$ cat src/rtl/clk_div_pkg.sv
// -----------------------------------------------------------------------------
// clk_div_pkg
// Shared definitions for the programmable multi-channel clock divider:
//   MIN_DIV      smallest divisor a channel accepts
//   default_div  reset-default divisor from input/output frequencies in Hz
//   ch_state_e   per-channel run state
// -----------------------------------------------------------------------------
package clk_div_pkg;

    localparam int unsigned MIN_DIV = 2;

    typedef enum logic {
        CH_IDLE,
        CH_RUN
    } ch_state_e;

    function automatic int unsigned default_div(input int unsigned in_hz,
                                                input int unsigned out_hz);
        return in_hz / out_hz;
    endfunction

endpackage

$ cat src/rtl/clk_div_channel.sv
// -----------------------------------------------------------------------------
// clk_div_channel
// One divider channel: counts 0..N-1 and produces a near-50% enable-clock
// (high for ceil(N/2) cycles) plus a one-cycle tick at each period start.
// A divisor loaded while running is held pending and applied at the next
// period boundary (wrap or align), so the output never glitches.
// Ports:
//   clk_i       system clock, rising edge
//   rstn_i      synchronous active-low reset
//   en_i        run enable
//   align_i     force a period restart (tie low when unused)
//   load_i      accepted, legal divisor load for this channel
//   load_div_i  divisor carried with load_i
//   pend_o      a divisor is waiting for the next boundary
//   clk_out_o   divided clock, registered
//   tick_o      period-start pulse, registered
// -----------------------------------------------------------------------------
module clk_div_channel
    import clk_div_pkg::*;
#(
    parameter int unsigned      DIV_W   = 32,
    parameter logic [DIV_W-1:0] DEF_DIV = DIV_W'(MIN_DIV)
) (
    input  logic             clk_i,
    input  logic             rstn_i,
    input  logic             en_i,
    input  logic             align_i,
    input  logic             load_i,
    input  logic [DIV_W-1:0] load_div_i,
    output logic             pend_o,
    output logic             clk_out_o,
    output logic             tick_o
);

    ch_state_e        state_q, state_d;
    logic [DIV_W-1:0] cnt_q, cnt_d;
    logic [DIV_W-1:0] div_cur_q, div_cur_d;
    logic [DIV_W-1:0] div_pend_q, div_pend_d;
    logic             pend_q, pend_d;
    logic             clk_out_q, clk_out_d;
    logic             tick_q, tick_d;
    logic [DIV_W-1:0] hi_d;

    // NOTE: every signal gets its default first, so no path leaves a value
    // unassigned and no latch is inferred.
    always_comb begin
        state_d    = state_q;
        cnt_d      = cnt_q;
        div_cur_d  = div_cur_q;
        div_pend_d = div_pend_q;
        pend_d     = pend_q;

        if (!en_i) begin
            // Disabling aborts the period, which is itself a boundary: a
            // waiting divisor takes effect now, and direct loads apply at once.
            state_d = CH_IDLE;
            cnt_d   = '0;
            if (pend_q) begin
                div_cur_d = div_pend_q;
                pend_d    = 1'b0;
            end
            if (load_i) begin
                div_cur_d = load_div_i;
            end
        end else begin
            state_d = CH_RUN;
            if (state_q == CH_IDLE || align_i || cnt_q == div_cur_q - DIV_W'(1)) begin
                cnt_d = '0;
                if (pend_q) begin
                    div_cur_d = div_pend_q;
                    pend_d    = 1'b0;
                end
            end else begin
                cnt_d = cnt_q + DIV_W'(1);
            end
            // Boundary logic above only consumes an older pending value, so a
            // load landing on a wrap waits for the following boundary.
            if (load_i) begin
                div_pend_d = load_div_i;
                pend_d     = 1'b1;
            end
        end

        // Outputs follow the new count under the divisor of the new period.
        hi_d      = div_cur_d - (div_cur_d >> 1);
        clk_out_d = en_i && (cnt_d < hi_d);
        tick_d    = en_i && (cnt_d == '0);
    end

    // NOTE: reset is sampled on the clock edge, so it lives inside the
    // clocked branch rather than in the sensitivity list.
    always_ff @(posedge clk_i) begin
        if (!rstn_i) begin
            state_q    <= CH_IDLE;
            cnt_q      <= '0;
            div_cur_q  <= DEF_DIV;
            div_pend_q <= '0;
            pend_q     <= 1'b0;
            clk_out_q  <= 1'b0;
            tick_q     <= 1'b0;
        end else begin
            // NOTE: non-blocking assignments make all registers update from
            // the same pre-edge values, independent of statement order.
            state_q    <= state_d;
            cnt_q      <= cnt_d;
            div_cur_q  <= div_cur_d;
            div_pend_q <= div_pend_d;
            pend_q     <= pend_d;
            clk_out_q  <= clk_out_d;
            tick_q     <= tick_d;
        end
    end

    assign pend_o    = pend_q;
    assign clk_out_o = clk_out_q;
    assign tick_o    = tick_q;

endmodule

$ cat src/rtl/multi_clock_divider.sv
// -----------------------------------------------------------------------------
// multi_clock_divider
// NUM_CH independent programmable clock dividers fed from sys_clk, with a
// valid/ready divisor-load port shared by all channels.
// Optional feature macro: SYNC_ALIGN_EN adds the 'align' input, which restarts
// the period of every enabled channel at once.
// Ports:
//   sys_clk    system clock, rising edge
//   rstn       synchronous active-low reset
//   ch_en      per-channel run enable
//   cfg_valid  divisor load request
//   cfg_ready  load accepted when cfg_valid && cfg_ready (no divisor pending)
//   cfg_ch     target channel
//   cfg_div    new divisor N
//   align      (SYNC_ALIGN_EN only) phase realignment strobe
//   cfg_err    one-cycle pulse: accepted load was illegal and dropped
//   clk_out    divided clocks, registered
//   tick       period-start pulses, registered
// -----------------------------------------------------------------------------
module multi_clock_divider
    import clk_div_pkg::*;
#(
    parameter int unsigned INPUT_CLOCK_FREQUENCY  = 50_000_000,
    parameter int unsigned OUTPUT_CLOCK_FREQUENCY = 1,
    parameter int unsigned NUM_CH                 = 4,
    parameter int unsigned DIV_W                  = 32,
    localparam int         CH_W                   = (NUM_CH > 1) ? $clog2(NUM_CH) : 1
) (
    input  logic              sys_clk,
    input  logic              rstn,
    input  logic [NUM_CH-1:0] ch_en,
    input  logic              cfg_valid,
    output logic              cfg_ready,
    input  logic [CH_W-1:0]   cfg_ch,
    input  logic [DIV_W-1:0]  cfg_div,
`ifdef SYNC_ALIGN_EN
    input  logic              align,
`endif
    output logic              cfg_err,
    output logic [NUM_CH-1:0] clk_out,
    output logic [NUM_CH-1:0] tick
);

    localparam logic [DIV_W-1:0] DEF_DIV =
        DIV_W'(default_div(INPUT_CLOCK_FREQUENCY, OUTPUT_CLOCK_FREQUENCY));

    logic [NUM_CH-1:0]    pend;
    logic [2**CH_W-1:0]   pend_ext;   // pending flags padded to the cfg_ch range
    logic [2**CH_W-1:0]   ch_ok;      // which cfg_ch codes name a real channel
    logic                 accept;
    logic                 load_ok;
    logic                 align_w;
    logic                 cfg_err_q;

`ifdef SYNC_ALIGN_EN
    assign align_w = align;
`else
    assign align_w = 1'b0;
`endif

    always_comb begin
        pend_ext = '0;
        ch_ok    = '0;
        for (int j = 0; j < int'(NUM_CH); j++) begin
            pend_ext[j] = pend[j];
            ch_ok[j]    = 1'b1;
        end
    end

    // Unknown channels never pend, so a load to them is always accepted.
    assign cfg_ready = !pend_ext[cfg_ch];
    assign accept    = cfg_valid && cfg_ready;
    assign load_ok   = accept && ch_ok[cfg_ch] && (cfg_div >= DIV_W'(MIN_DIV));

    always_ff @(posedge sys_clk) begin
        if (!rstn) begin
            cfg_err_q <= 1'b0;
        end else begin
            cfg_err_q <= accept && !load_ok;
        end
    end

    assign cfg_err = cfg_err_q;

    for (genvar g = 0; g < int'(NUM_CH); g++) begin : g_ch
        clk_div_channel #(
            .DIV_W   (DIV_W),
            .DEF_DIV (DEF_DIV)
        ) u_ch (
            .clk_i      (sys_clk),
            .rstn_i     (rstn),
            .en_i       (ch_en[g]),
            .align_i    (align_w),
            .load_i     (load_ok && (cfg_ch == CH_W'(g))),
            .load_div_i (cfg_div),
            .pend_o     (pend[g]),
            .clk_out_o  (clk_out[g]),
            .tick_o     (tick[g])
        );
    end

endmodule

$ cat config.mk
export PLATFORM = sky130hd
export DESIGN_NAME = multi_clock_divider
export DESIGN_NICKNAME = d
export VERILOG_FILES = /design/src/rtl/clk_div_pkg.sv /design/src/rtl/clk_div_channel.sv /design/src/rtl/multi_clock_divider.sv
export SDC_FILE = /design/constraint.sdc
export NUM_CORES = 2
export LEC_CHECK = 0
export CORE_MARGIN = 4
export CORE_UTILIZATION = 40
export CTS_CLUSTER_SIZE = 24
export DETAILED_ROUTE_END_ITERATION = 8
export PLACE_DENSITY = 0.63
export SLEW_MARGIN = 0
export SYNTH_ARGS = -nofsm -noshare
export SYNTH_HDL_FRONTEND = slang
export SYNTH_SLANG_ARGS = --single-unit
$ cat constraint.sdc
create_clock -name sys_clk -period 21.7 [get_ports sys_clk]
set_clock_uncertainty 0.2 [all_clocks]
set_input_delay 3.255 -clock sys_clk [delete_from_list [all_inputs] [get_ports sys_clk]]
set_output_delay 3.255 -clock sys_clk [all_outputs]
set_load 0.05 [all_outputs]
==> summary.json <==
{
  "synth.most_common_cell": {"value": "sky130_fd_sc_hd__nor2_1"},
  "slew_headroom": {"value": 18.4, "unit": "%"},
  "postCtsHoldBufs": {"value": 0},
  "asyncSetResetFlopFracSynth": {"value": 0, "unit": "%"},
  "final_util": {"value": 44.0, "unit": "%"},
  "clock_tree_from_tritoncts": {"value": "built"},
  "postCtsSetupRepairBufs": {"value": 0},
  "ys_types": {"value": 98},
  "max_cap_viol_count": {"value": 0},
  "design.die.area": {"value": 0.0900, "unit": "mm²"},
  "synth-compound-area-share": {"value": 14.6, "unit": "%"},
  "synthMuxAreaShare": {"value": 12.7, "unit": "%"},
  "grt_pass1_vias": {"value": 28800},
  "synth.area.top_cells": {"value": "sky130_fd_sc_hd__dfxtp_1, sky130_fd_sc_hd__ha_1, sky130_fd_sc_hd__mux2_2, sky130_fd_sc_hd__xnor2_1, sky130_fd_sc_hd__nor2_1"},
  "synth.top_cells.by_count": {"value": "sky130_fd_sc_hd__nor2_1, sky130_fd_sc_hd__nand2_1, sky130_fd_sc_hd__dfxtp_1"},
  "area_delta_synth_final": {"value": 8.43, "unit": "%"},
  "first_iter_violations": {"value": 2258},
  "mean_post_synth_cell_area": {"value": 7.66, "unit": "µm²"},
  "timing.final.max_slew_violations": {"value": 0},
  "globalRoute.totalOverflow": {"value": 0},
  "worstSetupStartpoint": {"value": "cfg_div[6]"},
  "hpwlAfterDp": {"value": 76900, "unit": "µm"},
  "synth-simple-area-share": {"value": 24.0, "unit": "%"},
  "die_w": {"value": 300, "unit": "µm"},
  "post-route-period-util": {"value": 51.5, "unit": "%"},
  "critical-path-top-delay-family": {"value": "compound AO/OA/AOI/OAI gates"},
  "worst_ep_arrival_time": {"value": 11.45, "unit": "ns"},
  "core.rowCount": {"value": 106},
  "cts_buf_count": {"value": 47},
  "final_hold_viol_count": {"value": 0},
  "hold_path.class": {"value": "flop to flop"},
  "drive_gt1_share": {"value": 9.70, "unit": "%"},
  "drc": {"value": 0},
  "synth_enable_flop_cells": {"value": 0},
  "end_kind": {"value": "flop"},
  "synthDominantCellAreaShare": {"value": 23.5, "unit": "%"},
  "r2r-start": {"value": "g_ch[2].u_ch.div_cur_q[0]"},
  "crit_end": {"value": "g_ch[1].u_ch.clk_out_o"},
  "rsz0062_at_grt": {"value": "no"},
  "cp_data_required_time": {"value": 21.97, "unit": "ns"},
  "ios": {"value": 51},
  "worst-r2r-setup-slack": {"value": 11.65, "unit": "ns"},
  "hold-worst-slack": {"value": 0.251, "unit": "ns"},
  "cts.clk_slew.worst_paths": {"value": 0.06, "unit": "ns"},
  "cp.buffers_inverters": {"value": 3},
  "ctsResizeCount": {"value": 0},
  "ctsRootBufferMaster": {"value": "sky130_fd_sc_hd__clkbuf_16"},
  "critical_setup_path_class": {"value": "primary input to flop"},
  "maximum_number_of_pins_on_one_net_before_global_route_repair": {"value": 157},
  "crit_path_max_incr_delay": {"value": 0.62, "unit": "ns"},
  "synth.net_count": {"value": 4748},
  "final-setup-viol-count": {"value": 0},
  "power_density": {"value": 64.0, "unit": "mW/mm²"},
  "fin_setup_tns": {"value": 0, "unit": "ns"},
  "route.detailed.vias_per_inst": {"value": 5.62},
  "critical_path.most_common_cell": {"value": "sky130_fd_sc_hd__a21oi_1"},
  "post_synth_xor_area_fraction": {"value": 10.3, "unit": "%"},
  "port_buffers": {"value": 50},
  "yosys_top_cell_by_area": {"value": "sky130_fd_sc_hd__dfxtp_1"},
  "nets": {"value": 4630},
  "synth-seq-area-share": {"value": 23.5, "unit": "%"},
  "place.gp.congestion": {"value": 0.927},
  "timing.critical_path.from_type": {"value": "primary input"},
  "vias": {"value": 31000},
  "critical_path_cell_count": {"value": 33},
  "firstDrtPassIters": {"value": 5},
  "clock_sink_count": {"value": 401},
  "crit-reg2reg-capture": {"value": "g_ch[2].u_ch.clk_out_o"},
  "critPathSlowestCell": {"value": "sky130_fd_sc_hd__clkdlybuf4s50_1"},
  "r2r.worst_path.cells": {"value": 40},
  "cp_max_fo": {"value": 39},
  "grt_antenna_before_repair": {"value": 8},
  "clock_insertion_delay_worst_skew": {"value": 0.61, "unit": "ns"},
  "run_status": {"value": "finished, final reports clean"},
  "initial_utilization": {"value": 40.5, "unit": "%"},
  "routedWlPerCell": {"value": 18.7, "unit": "µm"},
  "synthAdderAreaFrac": {"value": 9.48, "unit": "%"},
  "main_combinational_cell_family_by_area_after_synthesis": {"value": "simple AND/OR/NAND/NOR gates"},
  "worst_ir_drop_vdd": {"value": 0.0576, "unit": "mV"},
  "total_detailed_routing_wirelength": {"value": 103000, "unit": "µm"},
  "fin_crit_period": {"value": 11.17, "unit": "ns"},
  "max_slew.worst_pin.slew": {"value": 1.21, "unit": "ns"},
  "synthesis.instances": {"value": 4452},
  "grt_first_pass_wirelength": {"value": 161000, "unit": "µm"},
  "synthFlopType": {"value": "sky130_fd_sc_hd__dfxtp_1"},
  "fmax": {"value": 0.0895, "unit": "GHz"},
  "die_height": {"value": 300, "unit": "µm"},
  "synthesis.area": {"value": 0.0341, "unit": "mm²"},
  "floorplan.core_area": {"value": 0.0841, "unit": "mm²"},
  "grtUsageTotal": {"value": 22.1, "unit": "%"},
  "cts_max_path_buffers": {"value": 3},
  "synth.yosys.warnings": {"value": 0},
  "antenna_left": {"value": 0},
  "static-leakage-power": {"value": 14.8, "unit": "nW"},
  "synth_seq_cells": {"value": 401},
  "cts_htree_levels": {"value": 2}
}
area by class of cell:
class                           instances  area (µm²)
Multi-Input combinational cell       3573       24300
Antenna cell                            3        7.51
Clock buffer                           68        1360
Fill cell                            8612       47100
Clock inverter                         16         209
Inverter                              205         777
Sequential cell                       401        8030
Tap cell                             1134        1420
Timing Repair Buffer                  106         901
where the power goes:
part / internal (mW) / switching (mW) / total (mW)
clock: 0.482 / 0.351 / 0.833
sequential: 0.759 / 0.0378 / 0.797
combinational: 0.314 / 0.422 / 0.736
worst reg2reg max path: cells and delay by family (launching register included):
family                     cells  cell delay (ns)
AOI/OAI and AO/OA             21             3.96
adders and majority gates      3             0.89
muxes                          1             0.17
DFF                            1             0.36
xor gates and xnor gates       1             0.17
buffers and inverters          2             0.55
and+or+nand+nor               12             3.64
registers in the layout (all words and copies together), names as in the netlist:
| register | count |
|---|---|
| g_ch.u_ch.cnt_q | 128 |
| g_ch.u_ch.div_cur_q | 128 |
| g_ch.u_ch.div_pend_q | 128 |
| g_ch.u_ch.clk_out_o | 4 |
| g_ch.u_ch.pend_o | 4 |
| g_ch.u_ch.state_q | 4 |
| g_ch.u_ch.tick_o | 4 |
| cfg_err | 1 |
placed cells by master (no fill, tap or decap), drive strengths merged, types with 46 or more instances in the layout:
master           n
mux2           235
ha             251
mux2i          165
buf             60
clkbuf          68
and3            52
nor2           508
clkdlybuf4s50   46
o21ai          168
xnor2          222
nand2b          60
inv            205
nor3           172
a21o            72
nand3           96
nand4           87
a21oi          355
nand2          442
xor2           177
nor4            75
dfxtp          401
per-stage QoR:
| step | setup WS (ns) | cells | cell area (µm²) | power (mW) |
|---|---|---|---|---|
| floorplan | 11.31 | 4452 | 34100 | 1.37 |
| global placement | 10.26 | 5419 | 35400 | 1.53 |
| detailed placement | 10.06 | 5419 | 35400 | 1.54 |
| CTS | 10.67 | 5503 | 37000 | 2.38 |
| global route | 9.85 | 5503 | 37000 | 2.50 |
| finish | 10.53 | 5506 | 37000 | 2.36 |
how the worst min path moves through the flow:
stage | slack, ns | cells after the start | startpoint | end
after CTS | 0.25 | 2 | g_ch[2].u_ch.div_pend_q[21] | g_ch[2].u_ch.div_pend_q[21]
after global placement | 0.24 | 2 | g_ch[3].u_ch.div_pend_q[16] | g_ch[3].u_ch.div_pend_q[16]
after global routing | 0.27 | 2 | g_ch[3].u_ch.div_pend_q[18] | g_ch[3].u_ch.div_pend_q[18]
after detailed placement | 0.24 | 2 | g_ch[2].u_ch.div_pend_q[21] | g_ch[2].u_ch.div_pend_q[21]
after floorplan | 0.23 | 2 | g_ch[0].u_ch.div_pend_q[10] | g_ch[0].u_ch.div_pend_q[10]
final | 0.25 | 2 | g_ch[2].u_ch.div_pend_q[21] | g_ch[2].u_ch.div_pend_q[21]
per-layer routing:
layer  global-route usage [%]  wire length [µm]
met1                     29.7             46300
met2                     35.4             45700
met4                     6.57              3100
met3                     5.13              7540
met5                        0                42
kinds of logic (layout without fill, tap and decap cells):
kind of cell               count (synthesis)  after routing
AOI/OAI and AO/OA                        817            817
xor gates and xnor gates                 399            399
adders and majority gates                256            256
buffers and inverters                    478            395
DFF                                      401            401
muxes                                    401            401
other                                      0              3
and+or+nand+nor                         1700           1700
No activity file was read; power rests on OpenSTA's default activity.
